[config.mk]
export PLATFORM = sky130hd
export DESIGN_NAME = snail_bit_serializer
export DESIGN_NICKNAME = d
export VERILOG_FILES = /design/src/rtl/snail_bit_serializer.sv
export SDC_FILE = /design/constraint.sdc
export NUM_CORES = 1
export LEC_CHECK = 0
export ABC_CLOCK_PERIOD_IN_PS = 2500
export BUFFER_PORTS_ARGS = -buffer_cell sky130_fd_sc_hd__buf_2
export CORE_AREA = 3 3 40 42
export CTS_BUF_LIST = sky130_fd_sc_hd__clkbuf_4
export CTS_CLUSTER_DIAMETER = 60
export DETAILED_ROUTE_END_ITERATION = 7
export DIE_AREA = 0 0 43 45
export GPL_TIMING_DRIVEN = 0
export PLACE_DENSITY = 0.86
export REMOVE_ABC_BUFFERS = 1
export SLEW_MARGIN = 10
export SYNTH_ARGS = -nofsm -noshare
export SYNTH_HDL_FRONTEND = slang
export SYNTH_SLANG_ARGS = --single-unit
[constraint.sdc]
create_clock -name clk -period 2.5 [get_ports clk]
set_input_delay 0.375 -clock clk [delete_from_list [all_inputs] [get_ports clk]]
set_output_delay 0.375 -clock clk [all_outputs]
set_load 0.005 [all_outputs]
[src/rtl/snail_bit_serializer.sv]
// MSB-first parallel-to-serial feeder with valid/ready intake and forced-zero inter-word gap.
// Optional SERIAL_PARITY_EN appends an even-parity bit after the LSB of every word.
module snail_bit_serializer #(
  parameter int unsigned WIDTH      = 8,
  parameter int unsigned BIT_CYCLES = 1,
  parameter int unsigned GAP        = 0
) (
  input  logic             clk,
  input  logic             rst,
  input  logic [WIDTH-1:0] in_data,
  input  logic             in_valid,
  output logic             in_ready,
  output logic             ser_d,
  output logic             ser_active,
  output logic             done
);

`ifdef SERIAL_PARITY_EN
  localparam int unsigned NB = WIDTH + 1;
`else
  localparam int unsigned NB = WIDTH;
`endif
  localparam int unsigned CYC_W    = (BIT_CYCLES > 1) ? $clog2(BIT_CYCLES) : 1;
  localparam int unsigned BIT_W    = (NB > 1) ? $clog2(NB) : 1;
  localparam int unsigned GAP_W    = (GAP > 1) ? $clog2(GAP) : 1;
  localparam int unsigned GAP_LAST = (GAP > 0) ? GAP - 1 : 0;

  typedef enum logic [1:0] {
    S_IDLE  = 2'd0,
    S_SHIFT = 2'd1,
    S_GAP   = 2'd2
  } state_t;

  state_t           state_q, state_d;
  logic [NB-1:0]    sh_q, sh_d;
  logic [CYC_W-1:0] cyc_q, cyc_d;
  logic [BIT_W-1:0] bit_q, bit_d;
  logic [GAP_W-1:0] gap_q, gap_d;
  logic             act_q, act_d;
  logic             done_q, done_d;

  always_ff @(posedge clk) begin
    if (rst) begin
      state_q <= S_IDLE;
      sh_q    <= '0;
      cyc_q   <= '0;
      bit_q   <= '0;
      gap_q   <= '0;
      act_q   <= 1'b0;
      done_q  <= 1'b0;
    end else begin
      state_q <= state_d;
      sh_q    <= sh_d;
      cyc_q   <= cyc_d;
      bit_q   <= bit_d;
      gap_q   <= gap_d;
      act_q   <= act_d;
      done_q  <= done_d;
    end
  end

  // Shifting zeros in behind the data leaves the register clear once the last bit is gone.
  always_comb begin
    state_d = state_q;
    sh_d    = sh_q;
    cyc_d   = cyc_q;
    bit_d   = bit_q;
    gap_d   = gap_q;
    act_d   = act_q;
    done_d  = 1'b0;
    unique case (state_q)
      S_IDLE: begin
        act_d = 1'b0;
        if (in_valid) begin
          state_d = S_SHIFT;
`ifdef SERIAL_PARITY_EN
          sh_d    = {in_data, ^in_data};
`else
          sh_d    = in_data;
`endif
          cyc_d   = '0;
          bit_d   = '0;
          act_d   = 1'b1;
        end
      end
      S_SHIFT: begin
        if (cyc_q == CYC_W'(BIT_CYCLES - 1)) begin
          cyc_d = '0;
          sh_d  = sh_q << 1;
          if (bit_q == BIT_W'(NB - 1)) begin
            act_d  = 1'b0;
            done_d = 1'b1;
            gap_d  = '0;
            state_d = (GAP == 0) ? S_IDLE : S_GAP;
          end else begin
            bit_d = bit_q + BIT_W'(1);
          end
        end else begin
          cyc_d = cyc_q + CYC_W'(1);
        end
      end
      S_GAP: begin
        if (gap_q == GAP_W'(GAP_LAST)) begin
          state_d = S_IDLE;
        end else begin
          gap_d = gap_q + GAP_W'(1);
        end
      end
      default: state_d = S_IDLE;
    endcase
  end

  assign in_ready   = (state_q == S_IDLE) && !rst;
  assign ser_d      = sh_q[NB-1];
  assign ser_active = act_q;
  assign done       = done_q;

endmodule

# [Word-level counts from Yosys, hierarchy flattened]
# Cells that the tools add are included.
[classes] add_sub_neg=3 n_mul=0 div_mod_pow=0 magnitude_cmp=0 n_eq_ne=8 shift=0 muxes=22 n_bitwise=1 reduce_logical=12
[op_table] op="$mux W8" count=2
[op_table] op="$pmux W8 S2" count=1
[op_table] op="$ne A2 B2 Y1 const B" count=5
[op_table] op="$mux W3" count=3
[op_table] op="$reduce_and A3 Y1" count=3
[op_table] op="$mux W2" count=4
[op_table] op="$reduce_and A4 Y1" count=2
[op_table] op="$mux W1" count=7
[op_table] op="$pmux W1 S2" count=3
[op_table] op="$pmux W2 S3" count=1
[op_table] op="$pmux W3 S2" count=1
[op_table] op="$reduce_bool A2 Y1" count=2
[op_table] op="$add A3 B1 Y3 const B" count=1
[op_table] op="$eq A3 B3 Y1 const B" count=1
[op_table] op="$reduce_or A3 Y1" count=1
[op_table] op="$add A1 B1 Y1 const B" count=2
[op_table] op="$eq A2 B1 Y1 const B" count=1
[op_table] op="$eq A2 B2 Y1 const B" count=1
[op_table] op="$logic_not A2 Y1" count=1
[op_table] op="$reduce_and A2 Y1" count=1
[op_table] op="$logic_and A1 B1 Y1" count=1
[op_table] op="$logic_not A1 Y1" count=1
[op_table] op="$not A1 Y1" count=1
[word_totals] reg_bits=17 latch_bits=0 ramBits=0 rom_bits=0 output_inout_bits=4 wordCells=53 n_memories=0

# [Longest topological paths before layout]
# Gate-level depths: netlist of the first run.
[depth] depth_word=4 ltp_mapped=5 mapped_depth_nobuf=5

# [Worst setup path after synthesis of the first run]
# No wires, ideal clock.
[synth_path] path_kind="register to register" from="register bit_q[0]" to="register bit_q[0]" setup_ps=128 t_arrival_ps=1042 slack_ps=1330 stages_incl_launch_ff=6 path_buffers=0 synth_period_minus_slack_ps=1170 path_cell_list="dfxtp_1 ha_1 ha_1 xnor2_1 a21oi_1 nor2_1"
[synth_between] elab_chain_len=4
[synth_lines] item="from (decl)" line="37" rtl="logic [BIT_W-1:0] bit_q, bit_d;"
[synth_lines] item="from (signal assigned)" line="55" rtl="bit_q <= bit_d;"
[synth_lines] item="$add A3 B1 Y3" line="96" rtl="bit_d = bit_q + BIT_W'(1);"
[synth_lines] item="$mux W3" line="90" rtl="if (bit_q == BIT_W'(NB - 1)) begin"
[synth_lines] item="$mux W3" line="87" rtl="if (cyc_q == CYC_W'(BIT_CYCLES - 1)) begin"
[synth_lines] item="$pmux W3 S2" line="71" rtl="unique case (state_q)"
# Parallel ways exist; a longest one is shown, timed or not. The select of a mux whose other input is x is not followed.
# A chain may end at the register's enable or synchronous reset.

# [Worst setup path after layout of the first run]
[layout_path] from="register state_q[0]" to="output port in_ready"
[layout_between] elab_chain_len=2
[layout_lines] item="from (decl)" line="34" rtl="state_t state_q, state_d;"
[layout_lines] item="from (signal assigned)" line="52" rtl="state_q <= state_d;"
[layout_lines] item="$logic_not A2 Y1" line="113" rtl="assign in_ready = (state_q == S_IDLE) && !rst;"
[layout_lines] item="$logic_and A1 B1 Y1" line="113"
[layout_lines] item="to (decl)" line="12" rtl="output logic in_ready,"
# Every way passes these cells.

==> results.py, run 1 <==
metrics = {
    "worst_setup_path": {
        "crit_arrival_ps": 1350,
        "worst-setup-path-type": "register to output pin",
        "critPathCaptureType": "output pin",
        "crit_fanout": 26,
        "cp-start-kind": "register",
        "required_ps": 2120,
        "r2r_cells": 2,
    },
    "clocking": {
        "cts_tree": "yes",
        "cts_setup_buffers": 0,
        "post_cts_resize_count": 0,
        "htreeDepth": 1,
        "cts_hold_buf": 0,
        "clock_latency_ps": 280,
        "root_buffer": "clkbuf_4",
        "clock_path_buffers": 2,
        "clock-sinks": 14,
        "cts_buffers": 3,
        "clk_pin_slew_worst_paths_ps": 80,
    },
    "placed_design": {
        "hpwl_um": 761,
        "io_buffers": 14,
        "place_ws_ps": 1080,
        "gp_routability_congestion": 0.676,
    },
    "synthesis": {
        "avgSynthCellArea_um2": 9.56,
        "synth_cells": 70,
        "ys_types": 21,
        "ys_warn_count": 0,
        "synth.top_cell.area_share": 0.419,
        "synth-seq-cells": 14,
        "synthArstFlopShare": 0,
        "synth_commonest_cells": "dfxtp_1, mux2i_1, nand2_1",
        "synthesis.area_um2": 669,
        "synthFlopType": "dfxtp_1",
        "synth_area_leaders": "dfxtp_1, mux2i_1, ha_1, buf_6, nor2b_1",
        "yosysTopAreaCell": "dfxtp_1",
        "synth.most_common_cell": "dfxtp_1",
        "synth_edf_count": 0,
        "ys_seq_area_frac": 0.419,
    },
    "sta": {
        "fin_ws_ps": 778,
        "finalClockSkew_ps": 2.54,
        "tightestPinTransition_ps": 753,
        "slew_headroom": 0.497,
        "finalMaxSlewViolations": 0,
        "tns_ps": 0,
        "period_share": 0.689,
        "max_freq_ghz": 0.581,
        "rsz0062_at_grt": "false",
        "hold_viol_final": 0,
        "setup_violations": 0,
        "post-route-min-period_ps": 1720,
    },
    "global_routing": {
        "grt_pass1_vias": 420,
        "gr-usage-all-layers": 0.126,
        "antenna_found_initial": 0,
        "grt_overflow": 0,
        "grt_max_degree": 27,
        "grt_pass1_wl_um": 1810,
    },
    "route": {
        "drt-pass1-iter-count": 2,
        "routedWlPerCell_um": 10.9,
        "drt-vias-per-instance": 5.11,
        "wl_met3_um": 82,
        "detail-route-antenna-nets": 0,
        "drc": 0,
        "wirelength_met1_um": 520,
        "met2_length_um": 456,
        "vias": 501,
        "top_layer_used": "met4",
        "drtIter0Drc": 1,
        "wl_um": 1070,
    },
    "power_and_ir_drop": {
        "vdd_ir_drop_max_uv": 249,
        "powerDensity_nw_per_um2": 588,
        "p_total_w": 0.000436,
        "leakage_nw": 0.342,
    },
    "die": {
        "die_w_um": 43,
        "rows": 13,
        "fp.dieArea_um2": 1940,
        "die_h_um": 45,
        "io_pins": 15,
        "start_util": 0.521,
        "core_um2": 1280,
    },
    "cells_and_area": {
        "area_growth_pct": 10.8,
        "drive_gt1_frac": 0.205,
        "n_antenna_cell": 0,
        "multiInputGateArea_um2": 343,
        "fillCellCount": 121,
        "finalNetCount": 98,
        "register_area_um2": 280,
    },
    "hold_path": {
        "holdCritPathClass": "input pin to register",
        "whs_path_depth": 3,
    },
    "status": {
        "outcome": "completed",
    },
    "run": {
        "cap_violations": 0,
    },
}
[flip-flops by register name, summed over array words and instances, names as in the netlist]
name and count:
sh_q 8, bit_q 3, done 1, ser_active 1, state_q 1
[where the power goes]
group	switching (W)	total, W	internal [W]	leakage [nW]
sequential	0.0000160	0.000254	0.000238	0.115
clock	0.0000703	0.000128	0.0000579	0.0154
combinational	0.0000239	0.0000546	0.0000307	0.211
total	0.000110	0.000436	0.000326	0.342
[worst paths after layout]
check | end | from | slack [ps]
setup / recovery | in_ready | state_q[0]$_SDFFE_PP0P_ | 780
hold / removal | sh_q[0]$_SDFFE_PP0P_ | in_data[0] | 390
hold reg to reg | ser_active$_SDFFE_PP0P_ | ser_active$_SDFFE_PP0P_ | 490
setup reg to reg | sh_q[7]$_SDFFE_PP0P_ | state_q[0]$_SDFFE_PP0P_ | 1200
[layout by cell type (no fill, tap or decap)]
master | synthesis | final
dfxtp_1 | 14 | 14
buf_2 | 1 | 14
mux2i_1 | 10 | 10
nand2_1 | 7 | 7
a21oi_1 | 5 | 5
nor2b_1 | 5 | 5
o21ai_1 | 4 | 4
o21ai_0 | 3 | 3
ha_1 | 3 | 3
clkbuf_4 | 0 | 3
nor2_1 | 2 | 2
nand2b_1 | 2 | 2
a211oi_1 | 2 | 2
and2b_1 | 2 | 2
nor3_1 | 1 | 1
xnor2_1 | 1 | 1
nor3b_1 | 1 | 1
nand3b_1 | 1 | 1
and3b_1 | 1 | 1
inv_1 | 1 | 1
clkinv_1 | 0 | 1
[critical path, stage by stage (launching register included)]
cell     delay [ps]
dfxtp_1         820
nor2_1          100
buf_2           150
[kinds of logic (layout without fill, tap and decap cells)]
family	Yosys count	count (layout)	synth area share
XOR/XNOR	1	1	0.0131
flip-flops	14	14	0.419
buffers and inverters	6	19	0.0691
AND/OR/NAND/NOR	22	22	0.181
adder cells (fa/ha/maj)	3	3	0.0561
AO/OA/AOI/OAI	14	14	0.112
multiplexers	10	10	0.150
[cell type report]
type | instances | share of cell area
clock buffers | 3 | 0.0304
clock inverters | 1 | 0.00506
inverters | 1 | 0.00506
multi-input cells | 50 | 0.462
flip-flops and latches | 14 | 0.378
well taps | 15 | 0.0253
repair buffers | 14 | 0.0944
[per-stage QoR]
stage	std cells	instance area, µm²	hold slack (ps)	util
6_report	98	742	388	0.577
2_1_floorplan	65	627	444	-
3_3_place_gp	94	716	469	0.557
5_1_grt	98	742	442	0.577
4_1_cts	98	742	398	0.577
3_5_place_dp	94	716	479	0.557
[per-layer routing]
metal	GRT usage	up-vias
met5	0	-
met4	0.0723	0
met3	0.0279	2
met2	0.186	15
met1	0.172	220
li1	-	264
Note: power is estimated with default switching activity, not from simulation.
==> run 2, diff against run 1 <==
--- a/config.mk
+++ b/config.mk
@@ -5,13 +5,13 @@
 export SDC_FILE = /design/constraint.sdc
 export NUM_CORES = 1
 export LEC_CHECK = 0
-export ABC_CLOCK_PERIOD_IN_PS = 2500
+export ABC_CLOCK_PERIOD_IN_PS = 1560
 export BUFFER_PORTS_ARGS = -buffer_cell sky130_fd_sc_hd__buf_2
-export CORE_AREA = 3 3 40 42
+export CORE_MARGIN = 3
+export CORE_UTILIZATION = 48
 export CTS_BUF_LIST = sky130_fd_sc_hd__clkbuf_4
 export CTS_CLUSTER_DIAMETER = 60
 export DETAILED_ROUTE_END_ITERATION = 7
-export DIE_AREA = 0 0 43 45
 export GPL_TIMING_DRIVEN = 0
 export PLACE_DENSITY = 0.86
 export REMOVE_ABC_BUFFERS = 1
==> constraint.sdc (replaced) <==
create_clock -name clk -period 1.56 [get_ports clk]
set_input_delay 0.234 -clock clk [delete_from_list [all_inputs] [get_ports clk]]
set_output_delay 0.234 -clock clk [all_outputs]
set_load 0.005 [all_outputs]
==> run 2 against run 1 <==
Worst hold slack lost 140 ps. Register-to-register slack lost 900 ps. Flip-flop and latch count is the same. Largest cell class unchanged. Highest routed layer unchanged.
==> results.py, run 2 (same netlist as run 1, synthesis figures left out) <==
metrics = {
    "die": {
        "die_w_um": 43.3,
        "fp.dieArea_um2": 1880,
        "die_h_um": 43.3,
        "core_um2": 1200,
        "rows": 12,
        "start_util": 0.557,
        "io_pins": 15,
    },
    "hold_path": {
        "holdCritPathClass": "input pin to register",
        "holdCritStartpoint": "in_data[0]",
        "whs_path_depth": 3,
        "min_to": "sh_q[0]$_SDFFE_PP0P_",
    },
    "global_routing": {
        "antenna_found_initial": 0,
        "grt_max_degree": 27,
        "grt_overflow": 0,
        "grt_pass1_vias": 456,
        "grt_pass1_wl_um": 1830,
        "gr-usage-all-layers": 0.131,
    },
    "sta": {
        "post-route-min-period_ps": 1320,
        "tightestPinTransition_ps": 405,
        "finalMaxSlewViolations": 0,
        "max_freq_ghz": 0.758,
        "worst_hold_slack_ps": 250,
        "slew_headroom": 0.730,
        "hold_viol_final": 0,
        "setup_violations": 0,
        "period_share": 0.846,
        "rsz0062_at_grt": "false",
        "finalClockSkew_ps": 0.570,
        "tns_ps": 0,
    },
    "worst_setup_path": {
        "worstReg2RegStart": "bit_q[0]$_SDFFE_PP0P_",
        "crit_fanout": 26,
        "worst_r2r_endpoint": "bit_q[0]$_SDFFE_PP0P_",
        "worst-setup-path-type": "register to output pin",
        "critPathCaptureType": "output pin",
        "rrSetupSlack_ps": 300,
        "cp-start-kind": "register",
        "required_ps": 1330,
        "crit_arrival_ps": 1090,
        "r2r_cells": 5,
    },
    "route": {
        "routedWlPerCell_um": 10.9,
        "drt-vias-per-instance": 5.29,
        "drt-pass1-iter-count": 2,
        "wl_um": 1060,
        "vias": 513,
        "drtIter0Drc": 3,
        "detail-route-antenna-nets": 0,
        "drc": 0,
    },
    "status": {
        "outcome": "completed",
    },
    "run": {
        "cap_violations": 0,
    },
    "power_and_ir_drop": {
        "switching_share": 0.250,
        "seqPwrFrac": 0.583,
        "vdd_ir_drop_max_uv": 428,
        "leakage_nw": 0.342,
        "power_frac_comb": 0.125,
        "p_int_w": 0.000523,
        "powerDensity_nw_per_um2": 940,
        "power.switching_w": 0.000174,
        "pwr-share-clk": 0.291,
    },
    "placed_design": {
        "place_area_um2": 714,
        "io_buffers": 14,
        "hpwl_um": 756,
        "gp_routability_congestion": 0.683,
    },
    "cells_and_area": {
        "final_area_um2": 742,
        "regMostFlops": "sh_q",
        "area_growth_pct": 10.8,
        "drive_gt1_frac": 0.217,
        "largest_reg_flops": 8,
        "n_antenna_cell": 0,
        "mostFrequentLayoutCells": "buf_2, dfxtp_1, mux2i_1",
        "reg_top3": "sh_q: 8 flops, bit_q: 3 flops",
        "finalNetCount": 98,
        "layout.cells.most_common": "buf_2",
    },
    "clocking": {
        "clk_pin_slew_worst_paths_ps": 80,
        "root_buffer": "clkbuf_4",
        "cts_buffers": 3,
        "clock_path_buffers": 2,
        "htreeDepth": 1,
        "cts_tree": "yes",
        "clock-sinks": 14,
        "clock_latency_ps": 270,
    },
}
==> run 2: changes by cell type in the layout (fill, tap and decap cells not counted) <==
| cell | delta |
|---|---|
| dfxtp_2 | +1 |
| dfxtp_1 | -1 |
==> run 2: per-layer routing <==
layer	part of all wire	global-route usage	wire, µm	up-vias
met3	0.069	0.0622	73	2
li1	-	-	-	264
met5	0	0	0	-
met4	0.013	0.0723	14	0
met2	0.50	0.221	525	13
met1	0.42	0.132	446	234
==> run 2: area by class of cell <==
cell class	instances	area, µm²
multi-input combinational	50	343
tap	14	17.5
clock inverter	1	3.75
clock buffer	3	22.5
sequential	14	282
timing repair buffer	14	70.1
inverter	1	3.75
fill	122	459
==> run 2: how the worst max path moves through the flow <==
stage                                        from                    end  slack (ps)
after floorplan             bit_q[0]$_SDFFE_PP0P_  bit_q[0]$_SDFFE_PP0P_         400
after global placement    state_q[0]$_SDFFE_PP0P_               in_ready         300
after detailed placement  state_q[0]$_SDFFE_PP0P_   sh_q[7]$_SDFFE_PP0P_         290
after CTS                 state_q[0]$_SDFFE_PP0P_               in_ready         230
after global routing      state_q[0]$_SDFFE_PP0P_               in_ready         140
final                     state_q[0]$_SDFFE_PP0P_               in_ready         240
==> run 2: power groups by stage <==
stage / sequential, W / clock, W / combinational [W]
4_1_cts: 0.000407 / 0.000212 / 0.0000895
2_1_floorplan: 0.000409 / 0 / 0.0000539
6_report: 0.000407 / 0.000203 / 0.0000873
5_1_grt: 0.000412 / 0.000232 / 0.000102
3_5_place_dp: 0.000415 / 0 / 0.0000884
3_3_place_gp: 0.000413 / 0 / 0.0000850
==> run 2: what timing repair did <==
| item | CTS | global route |
|---|---|---|
| endpoints found under the setup margin | 1 | 0 |
| hold buffers | 0 | 0 |
| setup buffers | 0 | 0 |
| gates resized for setup | 1 | 0 |
==> run 2: per-stage QoR <==
step	utilization	total power, W	instances	worst slack, ps
final	0.618	0.000697	97	240
after CTS	0.618	0.000708	97	231
after floorplan	-	0.000463	65	404
after global routing	0.618	0.000746	97	140
after detailed placement	0.595	0.000503	93	287
after global placement	0.595	0.000498	93	304
==> run 2: critical path, stage by stage (launching register included) <==
cell and delay, ps:
dfxtp_2 590, nor2_1 90, buf_2 140
